[src/rtl/fir_test_pkg.sv]
// Shared definitions for the fir_test stimulus path: mode codes, LFSR polynomial,
// generator FSM states and the LFSR step function.
package fir_test_pkg;

    localparam logic [1:0] MODE_IMPULSE = 2'd0;
    localparam logic [1:0] MODE_STEP    = 2'd1;
    localparam logic [1:0] MODE_SQUARE  = 2'd2;
    localparam logic [1:0] MODE_LFSR    = 2'd3;

    localparam logic [31:0] LFSR_POLY = 32'h80200003;

    typedef enum logic [1:0] {
        ST_IDLE,
        ST_RUN,
        ST_DONE
    } stim_state_t;

    // Galois right-shift step; the mask is applied when the bit shifted out is 1
    function automatic logic [31:0] lfsr_next(input logic [31:0] s);
        return s[0] ? ((s >> 1) ^ LFSR_POLY) : (s >> 1);
    endfunction

endpackage

[src/rtl/fir_stim_lfsr.sv]
// 32-bit Galois LFSR used as the noise source of fir_stim_gen.
module fir_stim_lfsr
    import fir_test_pkg::*;
#(
    parameter logic [31:0] SEED = 32'hACE12345
) (
    input  logic        fclk,
    input  logic        reset,
    input  logic        load,
    input  logic [31:0] seed,
    input  logic        advance,
    output logic [31:0] state
);

    always_ff @(posedge fclk or posedge reset) begin
        if (reset)
            state <= SEED;
        else if (load)
            state <= seed;
        else if (advance)
            state <= lfsr_next(state);
    end

endmodule

[src/rtl/fir_stim_gen.sv]
// Programmable zero-order-hold sample source (impulse/step/square/noise) feeding
// the sfix32 input of the FIR datapath.
module fir_stim_gen
    import fir_test_pkg::*;
#(
    parameter int unsigned CNT_W     = 16,
    parameter logic [31:0] LFSR_SEED = 32'hACE12345
) (
    input  logic             fclk,
    input  logic             reset,
    input  logic             start,
    input  logic             abort,
    input  logic [1:0]       mode,
    input  logic [31:0]      amplitude,
    input  logic [CNT_W-1:0] length,
    input  logic [CNT_W-1:0] rate_div,
    input  logic [CNT_W-1:0] half_period,
    output logic [31:0]      sample_out,
    output logic             sample_valid,
    output logic             busy,
    output logic             done
);

    localparam logic [CNT_W-1:0] ONE = CNT_W'(1);

    stim_state_t      state;
    logic [1:0]       mode_r;
    logic [31:0]      amp_r;
    logic [CNT_W-1:0] rate_r;
    logic [CNT_W-1:0] half_r;
    logic [CNT_W-1:0] hold_cnt;
    logic [CNT_W-1:0] rem_cnt;
    logic [CNT_W-1:0] ph_cnt;
    logic             neg;

    logic [31:0]      lfsr_state;
    logic             lfsr_load;
    logic             emit_next;
    logic [CNT_W-1:0] half_eff;
    logic [CNT_W-1:0] next_ph;
    logic             next_neg;
    logic [31:0]      next_sample;
    logic [31:0]      first_sample;

    fir_stim_lfsr #(
        .SEED (LFSR_SEED)
    ) u_lfsr (
        .fclk    (fclk),
        .reset   (reset),
        .load    (lfsr_load),
        .seed    (LFSR_SEED),
        .advance (emit_next),
        .state   (lfsr_state)
    );

    // Next-sample values are computed ahead so each new sample lands registered
    // in the same cycle sample_valid rises; the LFSR register holds the last one.
    always_comb begin
        lfsr_load = (state == ST_IDLE) && start;
        emit_next = (state == ST_RUN) && !abort && (hold_cnt == '0) && (rem_cnt != '0);
        half_eff  = (half_r == '0) ? ONE : half_r;
        if (ph_cnt == half_eff) begin
            next_neg = ~neg;
            next_ph  = ONE;
        end else begin
            next_neg = neg;
            next_ph  = ph_cnt + ONE;
        end
        case (mode_r)
            MODE_IMPULSE: next_sample = '0;
            MODE_STEP:    next_sample = amp_r;
            MODE_SQUARE:  next_sample = next_neg ? (~amp_r + 32'd1) : amp_r;
            default:      next_sample = lfsr_next(lfsr_state);
        endcase
        first_sample = (mode == MODE_LFSR) ? LFSR_SEED : amplitude;
    end

    always_ff @(posedge fclk or posedge reset) begin
        if (reset) begin
            state        <= ST_IDLE;
            mode_r       <= MODE_IMPULSE;
            amp_r        <= '0;
            rate_r       <= '0;
            half_r       <= '0;
            hold_cnt     <= '0;
            rem_cnt      <= '0;
            ph_cnt       <= '0;
            neg          <= 1'b0;
            sample_out   <= '0;
            sample_valid <= 1'b0;
            busy         <= 1'b0;
            done         <= 1'b0;
        end else begin
            case (state)
                ST_IDLE: begin
                    sample_valid <= 1'b0;
                    done         <= 1'b0;
                    if (start) begin
                        mode_r <= mode;
                        amp_r  <= amplitude;
                        rate_r <= rate_div;
                        half_r <= half_period;
                        if (length != '0) begin
                            state        <= ST_RUN;
                            hold_cnt     <= rate_div;
                            rem_cnt      <= length - ONE;
                            ph_cnt       <= ONE;
                            neg          <= 1'b0;
                            sample_out   <= first_sample;
                            sample_valid <= 1'b1;
                            busy         <= 1'b1;
                        end else begin
                            state <= ST_DONE;
                            done  <= 1'b1;
                        end
                    end
                end
                ST_RUN: begin
                    sample_valid <= 1'b0;
                    if (abort || (hold_cnt == '0 && rem_cnt == '0)) begin
                        state      <= ST_DONE;
                        sample_out <= '0;
                        busy       <= 1'b0;
                        done       <= 1'b1;
                    end else if (hold_cnt != '0) begin
                        hold_cnt <= hold_cnt - ONE;
                    end else begin
                        hold_cnt     <= rate_r;
                        rem_cnt      <= rem_cnt - ONE;
                        ph_cnt       <= next_ph;
                        neg          <= next_neg;
                        sample_out   <= next_sample;
                        sample_valid <= 1'b1;
                    end
                end
                default: begin
                    state        <= ST_IDLE;
                    sample_out   <= '0;
                    sample_valid <= 1'b0;
                    busy         <= 1'b0;
                    done         <= 1'b0;
                end
            endcase
        end
    end

endmodule

[config.mk]
export PLATFORM = sky130hd
export DESIGN_NAME = fir_stim_gen
export DESIGN_NICKNAME = d
export VERILOG_FILES = /design/src/rtl/fir_test_pkg.sv /design/src/rtl/fir_stim_lfsr.sv /design/src/rtl/fir_stim_gen.sv
export SDC_FILE = /design/constraint.sdc
export NUM_CORES = 1
export LEC_CHECK = 0
export ABC_CLOCK_PERIOD_IN_PS = 6100
export CORE_AREA = 2 2 147 149
export DETAILED_ROUTE_END_ITERATION = 16
export DIE_AREA = 0 0 149 151
export GPL_ROUTABILITY_DRIVEN = 0
export HOLD_SLACK_MARGIN = 0.05
export PLACE_DENSITY_LB_ADDON = 0.15
export SLEW_MARGIN = 20
export SYNTH_ARGS = -nofsm -noshare
export SYNTH_HDL_FRONTEND = slang
export SYNTH_SLANG_ARGS = --single-unit
[constraint.sdc]
create_clock -name fclk -period 6.1 [get_ports fclk]
set_input_delay 1.22 -clock fclk [delete_from_list [all_inputs] [get_ports fclk]]
set_output_delay 1.22 -clock fclk [all_outputs]
set_load 0.05 [all_outputs]
==> impl_results.html, run 1 <==
<table>
<tr><th>Metric</th><th>Value</th></tr>
<tr><th colspan="2">Clocking</th></tr>
<tr><td>Number of hold buffers added after CTS</td><td>0</td></tr>
<tr><td>Number of buffers between clock root and the deepest sink</td><td>2</td></tr>
<tr><td>Reg clk slew, reported paths</td><td>about 0.08 ns</td></tr>
<tr><td>Clock latency of the later-clocked register in the worst-skew pair</td><td>0.44 ns</td></tr>
<tr><td>CTS tree</td><td>yes</td></tr>
<tr><td>Total CTS buffers</td><td>17</td></tr>
<tr><td>Number of post-CTS setup repair buffers</td><td>0</td></tr>
<tr><td>Clock sinks</td><td>184</td></tr>
<tr><td>Root buffer selected by CTS</td><td>sky130_fd_sc_hd__clkbuf_16</td></tr>
<tr><td>CTS H-tree depth</td><td>4</td></tr>
<tr><td>Post_cts resized</td><td>0</td></tr>
<tr><th colspan="2">Layout</th></tr>
<tr><td>Share of post-route cells with drive strength above 1</td><td>7.648%</td></tr>
<tr><td>Number of non-filler instances in the completed layout</td><td>1661</td></tr>
<tr><td>Area growth from synthesis to final layout</td><td>18.81%</td></tr>
<tr><td>Number of nets in the final layout</td><td>1463</td></tr>
<tr><td>Fillers</td><td>1824</td></tr>
<tr><td>Ant diodes</td><td>0</td></tr>
<tr><th colspan="2">Worst setup path</th></tr>
<tr><td>Sort of element at the end of the critical path</td><td>flop</td></tr>
<tr><td>Highest-delay cell along the critical path</td><td>sky130_fd_sc_hd__nor2_1</td></tr>
<tr><td>Path depth of the worst reg2reg path</td><td>10</td></tr>
<tr><td>Data arrival time of the critical path</td><td>4.43 ns</td></tr>
<tr><td>Required time at the endpoint of the critical path</td><td>6.49 ns</td></tr>
<tr><td>Number of buffers and inverters on the critical path</td><td>1</td></tr>
<tr><td>Number of cells on the critical path</td><td>8</td></tr>
<tr><td>Startpoint class of the critical path</td><td>input pin</td></tr>
<tr><td>Chain of cells forming the critical path</td><td>clkdlybuf4s50_1 &gt; or3b_1 &gt; a41oi_1 &gt; a21bo_2 &gt; nor2_1 &gt; nand2_1 &gt; a21oi_1 &gt; or3_1</td></tr>
<tr><td>Largest delay contributor family on the critical path</td><td>simple AND/OR/NAND/NOR gates</td></tr>
<tr><td>Worst Setup Path Type</td><td>in -&gt; reg</td></tr>
<tr><td>Critical Path Max Stage Delay</td><td>1.01 ns</td></tr>
<tr><td>Maximum fanout count along the critical path</td><td>38</td></tr>
<tr><th colspan="2">Timing</th></tr>
<tr><td>Sum of negative setup slack</td><td>0 ns</td></tr>
<tr><td>Worst Skew</td><td>0.01231 ns</td></tr>
<tr><td>Worst-margin pin slew</td><td>1.202 ns</td></tr>
<tr><td>Slew Limit Headroom</td><td>19.57%</td></tr>
<tr><td>Final worst-path cycle share</td><td>66.26%</td></tr>
<tr><td>RSZ-0062 raised after global routing</td><td>no</td></tr>
<tr><td>Final critical path time including I/O delays and setup</td><td>4.042 ns</td></tr>
<tr><td>Hold violation total from the final report</td><td>0</td></tr>
<tr><td>Number of max-slew violations in the final report</td><td>0</td></tr>
<tr><td>Maximum frequency from static timing analysis</td><td>247.4 MHz</td></tr>
<tr><td>PnR worst setup slack</td><td>2.058 ns</td></tr>
<tr><td>Final setup fails</td><td>0</td></tr>
<tr><th colspan="2">Power and ir drop</th></tr>
<tr><td>Total leakage power</td><td>0.005405 uW</td></tr>
<tr><td>Total Power Consumption</td><td>6587 uW</td></tr>
<tr><td>Portion of total power attributed to sequential cells</td><td>a little over a third</td></tr>
<tr><td>Relative contribution of the clock network to total power</td><td>between 10% and 20%</td></tr>
<tr><td>Proportion of power drawn by combinational gates</td><td>between 40% and 50%</td></tr>
<tr><td>Switching power</td><td>3057 uW</td></tr>
<tr><td>Internal Dissipation</td><td>between 3000 and 4000 uW</td></tr>
<tr><td>Largest voltage drop on the vdd net</td><td>0.2670 mV</td></tr>
<tr><td>PD cells</td><td>519.7 nW/um^2</td></tr>
<tr><td>Switching portion of total power</td><td>roughly 46%</td></tr>
<tr><th colspan="2">Global routing</th></tr>
<tr><td>Global-route wire length before repair</td><td>49740 um</td></tr>
<tr><td>Overflow left after global routing</td><td>0</td></tr>
<tr><td>Pin count of the biggest net entering global routing</td><td>153</td></tr>
<tr><td>Initial antenna violation count</td><td>0</td></tr>
<tr><td>GR Util All Layers</td><td>27.88%</td></tr>
<tr><td>Number of global-route vias before repair</td><td>roughly 9.5k</td></tr>
<tr><th colspan="2">Routing</th></tr>
<tr><td>Routed length on met2</td><td>13870 um</td></tr>
<tr><td>Vias/cell</td><td>5.970</td></tr>
<tr><td>WL met1</td><td>approximately 14000 um</td></tr>
<tr><td>Number of vias after detailed routing</td><td>9917</td></tr>
<tr><td>Total Wirelength</td><td>30360 um</td></tr>
<tr><td>Number of search-and-repair iterations in the first detailed-routing pass</td><td>5</td></tr>
<tr><td>Number of design rule violations left after detail routing</td><td>0</td></tr>
<tr><td>Topmost layer with routed signal wires</td><td>met4</td></tr>
<tr><td>Count of antenna-violating nets left after detailed routing</td><td>0</td></tr>
<tr><td>Metal3 WL</td><td>2122 um</td></tr>
<tr><td>Routed len/inst</td><td>18.28 um</td></tr>
<tr><td>Drt initial violations</td><td>846</td></tr>
<tr><th colspan="2">Synth</th></tr>
<tr><td>Register bit total from synthesis</td><td>184</td></tr>
<tr><td>Cell area after technology mapping</td><td>10670 sq um</td></tr>
<tr><td>Yosys warning count</td><td>0</td></tr>
<tr><td>Part of the Yosys area used for sequential elements</td><td>roughly 43%</td></tr>
<tr><td>Synthesized netlist cell count</td><td>1298</td></tr>
<tr><td>Main synth FF type</td><td>sky130_fd_sc_hd__dfrtp_1</td></tr>
<tr><td>Netlist cell types</td><td>79</td></tr>
<tr><td>Post-synth ARST share</td><td>100.0%</td></tr>
<tr><td>Post-synth EDFFs</td><td>0</td></tr>
<tr><td>Number of nets produced by synthesis</td><td>1388</td></tr>
<tr><td>Mean post-synth cell area</td><td>8.220 sq um</td></tr>
<tr><th colspan="2">Hold path</th></tr>
<tr><td>Cell count of the worst hold path</td><td>2</td></tr>
<tr><td>Worst min-delay path category</td><td>reg -&gt; reg</td></tr>
<tr><th colspan="2">Run</th></tr>
<tr><td>Max-cap violations</td><td>0</td></tr>
<tr><th colspan="2">Placed design</th></tr>
<tr><td>HPWL after DPL</td><td>20260 um</td></tr>
<tr><td>Number of I/O port buffers</td><td>120</td></tr>
<tr><td>Setup slack after placement</td><td>roughly 1.7 ns</td></tr>
<tr><td>Placed cells</td><td>about 1.6k</td></tr>
<tr><th colspan="2">Die</th></tr>
<tr><td>Core Region</td><td>20820 sq um</td></tr>
<tr><td>Area enclosed by the die boundary</td><td>between 20000 and 25000 sq um</td></tr>
<tr><td>Num ports</td><td>121</td></tr>
<tr><td>Die height</td><td>151 um</td></tr>
<tr><td>Count of standard-cell rows</td><td>53</td></tr>
<tr><td>Effective utilization at floorplan</td><td>approximately half</td></tr>
<tr><td>Die width</td><td>around 150 um</td></tr>
<tr><th colspan="2">Status</th></tr>
<tr><td>Status</td><td>completed</td></tr>
</table>
cell usage after synthesis, types with 12 or more instances:
cell / count / area, sq um
sky130_fd_sc_hd__clkbuf_1: 66 / 247.7
sky130_fd_sc_hd__or4_1: 16 / 120.1
sky130_fd_sc_hd__a21oi_1: 50 / 250.2
sky130_fd_sc_hd__xor2_1: 24 / 210.2
sky130_fd_sc_hd__dfstp_2: 14 / 367.9
sky130_fd_sc_hd__mux2i_1: 32 / 320.3
sky130_fd_sc_hd__nor4_1: 30 / 187.7
sky130_fd_sc_hd__and3_1: 13 / 81.33
sky130_fd_sc_hd__dfrtp_1: 170 / 4254
sky130_fd_sc_hd__nand3_1: 48 / 240.2
sky130_fd_sc_hd__nand2_1: 324 / 1216
sky130_fd_sc_hd__a211oi_1: 17 / 127.6
sky130_fd_sc_hd__o21ai_1: 30 / 150.1
sky130_fd_sc_hd__inv_1: 15 / 56.30
sky130_fd_sc_hd__a31oi_1: 12 / 75.07
sky130_fd_sc_hd__o21ai_0: 82 / 410.4
sky130_fd_sc_hd__o211ai_1: 35 / 262.8
sky130_fd_sc_hd__mux2_2: 17 / 191.4
sky130_fd_sc_hd__nor3_1: 37 / 185.2
sky130_fd_sc_hd__nor2_1: 100 / 375.4
worst register-to-register path, delay by kind of cell (launching register included):
kind / cells / cell delay [ns]
flops: 1 / 0.43
buf+inv: 2 / 0.48
simple gates: 5 / 2.04
fa+ha+maj: 1 / 0.19
compound gates: 2 / 0.63
stage by stage:
step	instance area [sq um]	hold slack, ns	util (%)
floorplan	10670	0.4381	-
global placement	12070	0.4524	57.96
detailed placement	12070	0.4579	57.96
CTS	12680	0.4758	60.88
global route	12680	0.4949	60.88
finish	12680	0.4764	60.88
power groups by stage:
stage | logic (uW) | registers (uW) | clock network, uW
6_report | 3040 | 2390 | 1160
5_1_grt | 3380 | 2470 | 1220
4_1_cts | 3030 | 2370 | 1170
3_5_place_dp | 3020 | 2380 | 0
3_3_place_gp | 2950 | 2380 | 0
2_1_floorplan | 1960 | 2500 | 0
cell type report:
cell class,count,area [sq um],share of cell area [%]
Clock inverter,15,182.7,1.441
Timing Repair Buffer,136,1334,10.52
Inverter,16,63.81,0.5034
Tap cell,275,344.1,2.714
Multi-Input combinational cell,1018,5703,44.99
Sequential cell,184,4623,36.47
Clock buffer,17,425.4,3.356
layout by cell type (no fill, tap or decap), drive strengths merged, types with 8 or more instances in the layout:
| cell | synthesis | layout |
|---|---|---|
| dfrtp | 170 | 170 |
| xor2 | 24 | 24 |
| nor4 | 31 | 31 |
| a221oi | 8 | 8 |
| mux2i | 32 | 32 |
| nor2 | 101 | 101 |
| dfstp | 14 | 14 |
| nand2b | 10 | 10 |
| inv | 16 | 23 |
| nand2 | 325 | 325 |
| a211oi | 17 | 17 |
| xnor2 | 8 | 8 |
| mux2 | 20 | 20 |
| a21oi | 51 | 51 |
| nand3 | 48 | 48 |
| clkbuf | 67 | 17 |
| o21ai | 113 | 113 |
| a31oi | 12 | 12 |
| or4 | 19 | 19 |
| or3 | 12 | 12 |
| buf | 13 | 16 |
| clkdlybuf4s50 | 0 | 120 |
| nor3 | 38 | 38 |
| o211ai | 35 | 35 |
| and3 | 13 | 13 |
state kept, by name (all words and copies together), names as in the netlist, 16 cells and up:
name / count
rate_r: 16
amp_r: 32
sample_out: 32
hold_cnt: 16
u_lfsr.state: 32
rem_cnt: 16
half_r: 16
ph_cnt: 16
kinds of logic (layout without fill, tap and decap cells):
kind of cell             after synthesis  count (layout)  synth area share (%)
flip-flops                           184             184                 43.32
adder cells (fa/ha/maj)                4               4                0.4691
buffers and inverters                 96             184                 3.518
AO/OA/AOI/OAI                        284             284                 16.64
multiplexers                          52              52                 5.113
AND/OR/NAND/NOR                      646             646                 28.31
XOR/XNOR                              32              32                 2.627
final timing paths:
kind	from	endpoint	slack, ns
hold / removal	rate_r[6]	rate_r[6]	0.48
max in group asynchronous	reset	mode_r[1]	3.52
min in group asynchronous	reset	half_r[9]	1.24
setup reg to reg	hold_cnt[0]	sample_out[19]	2.30
setup / recovery	abort	sample_out[19]	2.06
hold reg to reg	rate_r[6]	rate_r[6]	0.48
layer usage:
layer,vias to the layer above,GRT usage [%]
met5,-,0
met4,0,9.619
met3,49,5.120
met2,358,43.11
met1,4741,39.64
li1,4769,-
No activity file was read; power rests on OpenSTA's default activity.
==> run 2, diff against run 1 <==
Settings changed: ABC_CLOCK_PERIOD_IN_PS 6100 to 3700.
Clock period 6.1 ns to 3.7 ns, I/O delays scaled along.
==> run 2 against run 1 <==
Net effect:
- worst setup slack got worse by 1.6 ns
- non-clock buffer count rose by 26
- global-route usage grew 0.48 points
- hold slack got worse by 0.0061 ns
- cell count is 1.6% higher
- utilization grew 0.96 points
- total power up 67%
- clock skew increased by 0.0031 ns
- sequential power rose by 64%
- critical path depth is the same
- sequential share of layout area fell by 0.56 points
- largest cell class unchanged
==> impl_results.html, run 2 (synthesized netlist as in run 1, its figures left out) <==
<table>
<tr><th>Metric</th><th>Value</th></tr>
<tr><th colspan="2">Die</th></tr>
<tr><td>Die width</td><td>149 um (unchanged)</td></tr>
<tr><td>Core Region</td><td>20820 sq um (unchanged)</td></tr>
<tr><td>Die height</td><td>151 um (unchanged)</td></tr>
<tr><td>Area enclosed by the die boundary</td><td>22500 sq um (unchanged)</td></tr>
<tr><td>Count of standard-cell rows</td><td>53 (unchanged)</td></tr>
<tr><td>Num ports</td><td>121 (unchanged)</td></tr>
<tr><td>Effective utilization at floorplan</td><td>51.24% (unchanged)</td></tr>
<tr><th colspan="2">Global routing</th></tr>
<tr><td>Initial antenna violation count</td><td>0 (unchanged)</td></tr>
<tr><td>Overflow left after global routing</td><td>0 (unchanged)</td></tr>
<tr><td>GR Util All Layers</td><td>28.36% (was 27.88%)</td></tr>
<tr><td>Pin count of the biggest net entering global routing</td><td>81 (was 153)</td></tr>
<tr><td>Number of global-route vias before repair</td><td>9512 (was 9450)</td></tr>
<tr><td>Global-route wire length before repair</td><td>50110 um (was 49740 um)</td></tr>
<tr><th colspan="2">Timing</th></tr>
<tr><td>Number of max-slew violations in the final report</td><td>0 (unchanged)</td></tr>
<tr><td>Sum of negative setup slack</td><td>0 ns (unchanged)</td></tr>
<tr><td>Hold violation total from the final report</td><td>0 (unchanged)</td></tr>
<tr><td>Final critical path time including I/O delays and setup</td><td>3.258 ns</td></tr>
<tr><td>Slew Limit Headroom</td><td>24.48% (was 19.57%)</td></tr>
<tr><td>RSZ-0062 raised after global routing</td><td>no (unchanged)</td></tr>
<tr><td>PnR worst setup slack</td><td>0.4420 ns (was 2.058 ns)</td></tr>
<tr><td>Final setup fails</td><td>0 (unchanged)</td></tr>
<tr><td>Worst-margin pin slew</td><td>1.125 ns (was 1.202 ns)</td></tr>
<tr><td>Worst Skew</td><td>0.01543 ns (was 0.01231 ns)</td></tr>
<tr><td>Final worst-path cycle share</td><td>88.05%</td></tr>
<tr><td>Maximum frequency from static timing analysis</td><td>slightly above 300 MHz</td></tr>
<tr><th colspan="2">Clocking</th></tr>
<tr><td>CTS tree</td><td>yes (unchanged)</td></tr>
<tr><td>CTS H-tree depth</td><td>4 (unchanged)</td></tr>
<tr><td>Root buffer selected by CTS</td><td>sky130_fd_sc_hd__clkbuf_16 (unchanged)</td></tr>
<tr><td>Total CTS buffers</td><td>17 (unchanged)</td></tr>
<tr><td>Number of buffers between clock root and the deepest sink</td><td>2 (unchanged)</td></tr>
<tr><td>Clock sinks</td><td>184 (unchanged)</td></tr>
<tr><td>Reg clk slew, reported paths</td><td>0.08 ns (about the same)</td></tr>
<tr><td>Clock latency of the later-clocked register in the worst-skew pair</td><td>0.45 ns (was 0.44 ns)</td></tr>
<tr><td>Post_cts resized</td><td>0 (unchanged)</td></tr>
<tr><td>Number of hold buffers added after CTS</td><td>0 (unchanged)</td></tr>
<tr><td>Number of post-CTS setup repair buffers</td><td>0 (unchanged)</td></tr>
<tr><th colspan="2">Routing</th></tr>
<tr><td>Total Wirelength</td><td>31270 um (was 30360 um)</td></tr>
<tr><td>Routed len/inst</td><td>18.54 um (was 18.28 um)</td></tr>
<tr><td>Number of design rule violations left after detail routing</td><td>0 (unchanged)</td></tr>
<tr><td>Vias/cell</td><td>5.959 (was 5.970)</td></tr>
<tr><td>Drt initial violations</td><td>839 (was 846)</td></tr>
<tr><td>Number of search-and-repair iterations in the first detailed-routing pass</td><td>6 (was 5)</td></tr>
<tr><td>Number of vias after detailed routing</td><td>10.05k (was 9917)</td></tr>
<tr><td>Count of antenna-violating nets left after detailed routing</td><td>0 (unchanged)</td></tr>
<tr><th colspan="2">Layout</th></tr>
<tr><td>Ant diodes</td><td>0 (unchanged)</td></tr>
<tr><td>Commonest cells after routing, fill and taps aside</td><td>sky130_fd_sc_hd__nand2_1, sky130_fd_sc_hd__dfrtp_1, sky130_fd_sc_hd__clkdlybuf4s50_1 (unchanged)</td></tr>
<tr><td>Area growth from synthesis to final layout</td><td>20.68% (was 18.81%)</td></tr>
<tr><td>Leading cell type in the layout, fill and taps excluded</td><td>sky130_fd_sc_hd__nand2_1 (unchanged)</td></tr>
<tr><td>Registers with the most flip-flops</td><td>amp_r (32), sample_out (32), u_lfsr.state (32) (unchanged)</td></tr>
<tr><td>Number of nets in the final layout</td><td>1489 (was 1463)</td></tr>
<tr><td>Share of post-route cells with drive strength above 1</td><td>9.278% (was 7.648%)</td></tr>
<tr><td>Fillers</td><td>1866 (was 1824)</td></tr>
<tr><th colspan="2">Worst setup path</th></tr>
<tr><td>Reg2reg setup slack</td><td>0.44 ns (was 2.30 ns)</td></tr>
<tr><td>Maximum fanout count along the critical path</td><td>11 (was 38)</td></tr>
<tr><td>Data arrival time of the critical path</td><td>3.59 ns (was 4.43 ns)</td></tr>
<tr><td>Startpoint class of the critical path</td><td>flop (was input pin)</td></tr>
<tr><td>Reg-to-Reg Start</td><td>hold_cnt[3] (was hold_cnt[0])</td></tr>
<tr><td>Path depth of the worst reg2reg path</td><td>8 (was 10)</td></tr>
<tr><td>Sort of element at the end of the critical path</td><td>flop (unchanged)</td></tr>
<tr><td>Worst Setup Path Type</td><td>reg -&gt; reg (was in -&gt; reg)</td></tr>
<tr><td>Capturing point of the worst reg2reg path</td><td>sample_out[19] (unchanged)</td></tr>
<tr><td>Required time at the endpoint of the critical path</td><td>4.03 ns (was 6.49 ns)</td></tr>
<tr><th colspan="2">Hold path</th></tr>
<tr><td>Cell count of the worst hold path</td><td>2 (unchanged)</td></tr>
<tr><td>Min-delay src</td><td>rate_r[6] (unchanged)</td></tr>
<tr><td>Worst min-delay path category</td><td>reg -&gt; reg (unchanged)</td></tr>
<tr><td>Hold path endpoint</td><td>rate_r[6] (unchanged)</td></tr>
<tr><th colspan="2">Status</th></tr>
<tr><td>Status</td><td>completed (unchanged)</td></tr>
<tr><th colspan="2">Power and ir drop</th></tr>
<tr><td>Largest voltage drop on the vdd net</td><td>0.4317 mV (was 0.2670 mV)</td></tr>
<tr><td>PD cells</td><td>853.4 nW/um^2 (was 519.7 nW/um^2)</td></tr>
<tr><td>Total leakage power</td><td>0.005533 uW (was 0.005405 uW)</td></tr>
<tr><th colspan="2">Placed design</th></tr>
<tr><td>Setup slack after placement</td><td>0.1001 ns (was 1.669 ns)</td></tr>
<tr><td>HPWL after DPL</td><td>21110 um (was 20260 um)</td></tr>
<tr><td>Number of I/O port buffers</td><td>120 (unchanged)</td></tr>
<tr><th colspan="2">Run</th></tr>
<tr><td>Max-cap violations</td><td>0 (unchanged)</td></tr>
</table>
[run 2: changes by cell type in the layout (fill, tap and decap cells not counted)]
cell,previous run,this run
sky130_fd_sc_hd__bufinv_16,2,3
sky130_fd_sc_hd__clkinv_4,4,5
sky130_fd_sc_hd__inv_6,4,2
sky130_fd_sc_hd__inv_8,4,0
sky130_fd_sc_hd__clkbuf_1,0,1
sky130_fd_sc_hd__buf_4,15,41
sky130_fd_sc_hd__clkinv_2,0,2
sky130_fd_sc_hd__clkbuf_8,0,1
[run 2: how the worst max path moves through the flow]
stage,start,endpoint
detailed placement,length[12],sample_out[14]
CTS,hold_cnt[3],sample_out[19]
global route,hold_cnt[11],sample_out[19]
global placement,length[12],sample_out[14]
floorplan,state[1],rem_cnt[12]
finish,hold_cnt[3],sample_out[19]
[run 2: cell type report]
class / instances / area (sq um) / area share [%]
Clock buffer: 19 / 442.9 / 3.440
Clock inverter: 13 / 168.9 / 1.312
Inverter: 16 / 63.81 / 0.4956
Multi-Input combinational cell: 1018 / 5703 / 44.30
Sequential cell: 184 / 4623 / 35.91
Tap cell: 275 / 344.1 / 2.673
Timing Repair Buffer: 162 / 1529 / 11.88
[run 2: per-stage QoR]
step / instance area (sq um) / instances / power [uW] / util, % / hold slack (ns)
2_1_floorplan: 10670 / 1298 / 7341 / - / 0.4381
3_3_place_gp: 12260 / 1655 / 8893 / 58.89 / 0.4510
3_5_place_dp: 12260 / 1655 / 9004 / 58.89 / 0.4552
4_1_cts: 12870 / 1687 / 10960 / 61.83 / 0.4697
5_1_grt: 12870 / 1687 / 11720 / 61.83 / 0.4983
6_report: 12870 / 1687 / 10990 / 61.83 / 0.4703
[run 2: critical path: stages, from the launching register on]
cell,delay [ns]
sky130_fd_sc_hd__dfrtp_1,0.47
sky130_fd_sc_hd__nor4_4,0.48
sky130_fd_sc_hd__nand4_1,0.51
sky130_fd_sc_hd__a21o_1,0.45
sky130_fd_sc_hd__nand2_1,0.35
sky130_fd_sc_hd__buf_4,0.30
sky130_fd_sc_hd__a2bb2oi_1,0.18
sky130_fd_sc_hd__o21ai_0,0.08
sky130_fd_sc_hd__or3_1,0.32
[run 2: power by group]
| part | internal [uW] | switching [uW] | leakage [uW] |
|---|---|---|---|
| registers | 2940 | 976 | 0.00228 |
| logic | 1930 | 3220 | 0.00295 |
| clock network | 1090 | 833 | 0.000298 |
| total | 5960 | 5030 | 0.00553 |
[run 2: layer usage]
layer | global-route usage, % | wire length (um) | vias up
met2 | 44.03 | 14240 | 355
met3 | 5.904 | 2447 | 54
met4 | 9.190 | 698 | 0
met5 | 0 | 0 | -
met1 | 39.95 | 13890 | 4818
li1 | - | - | 4825
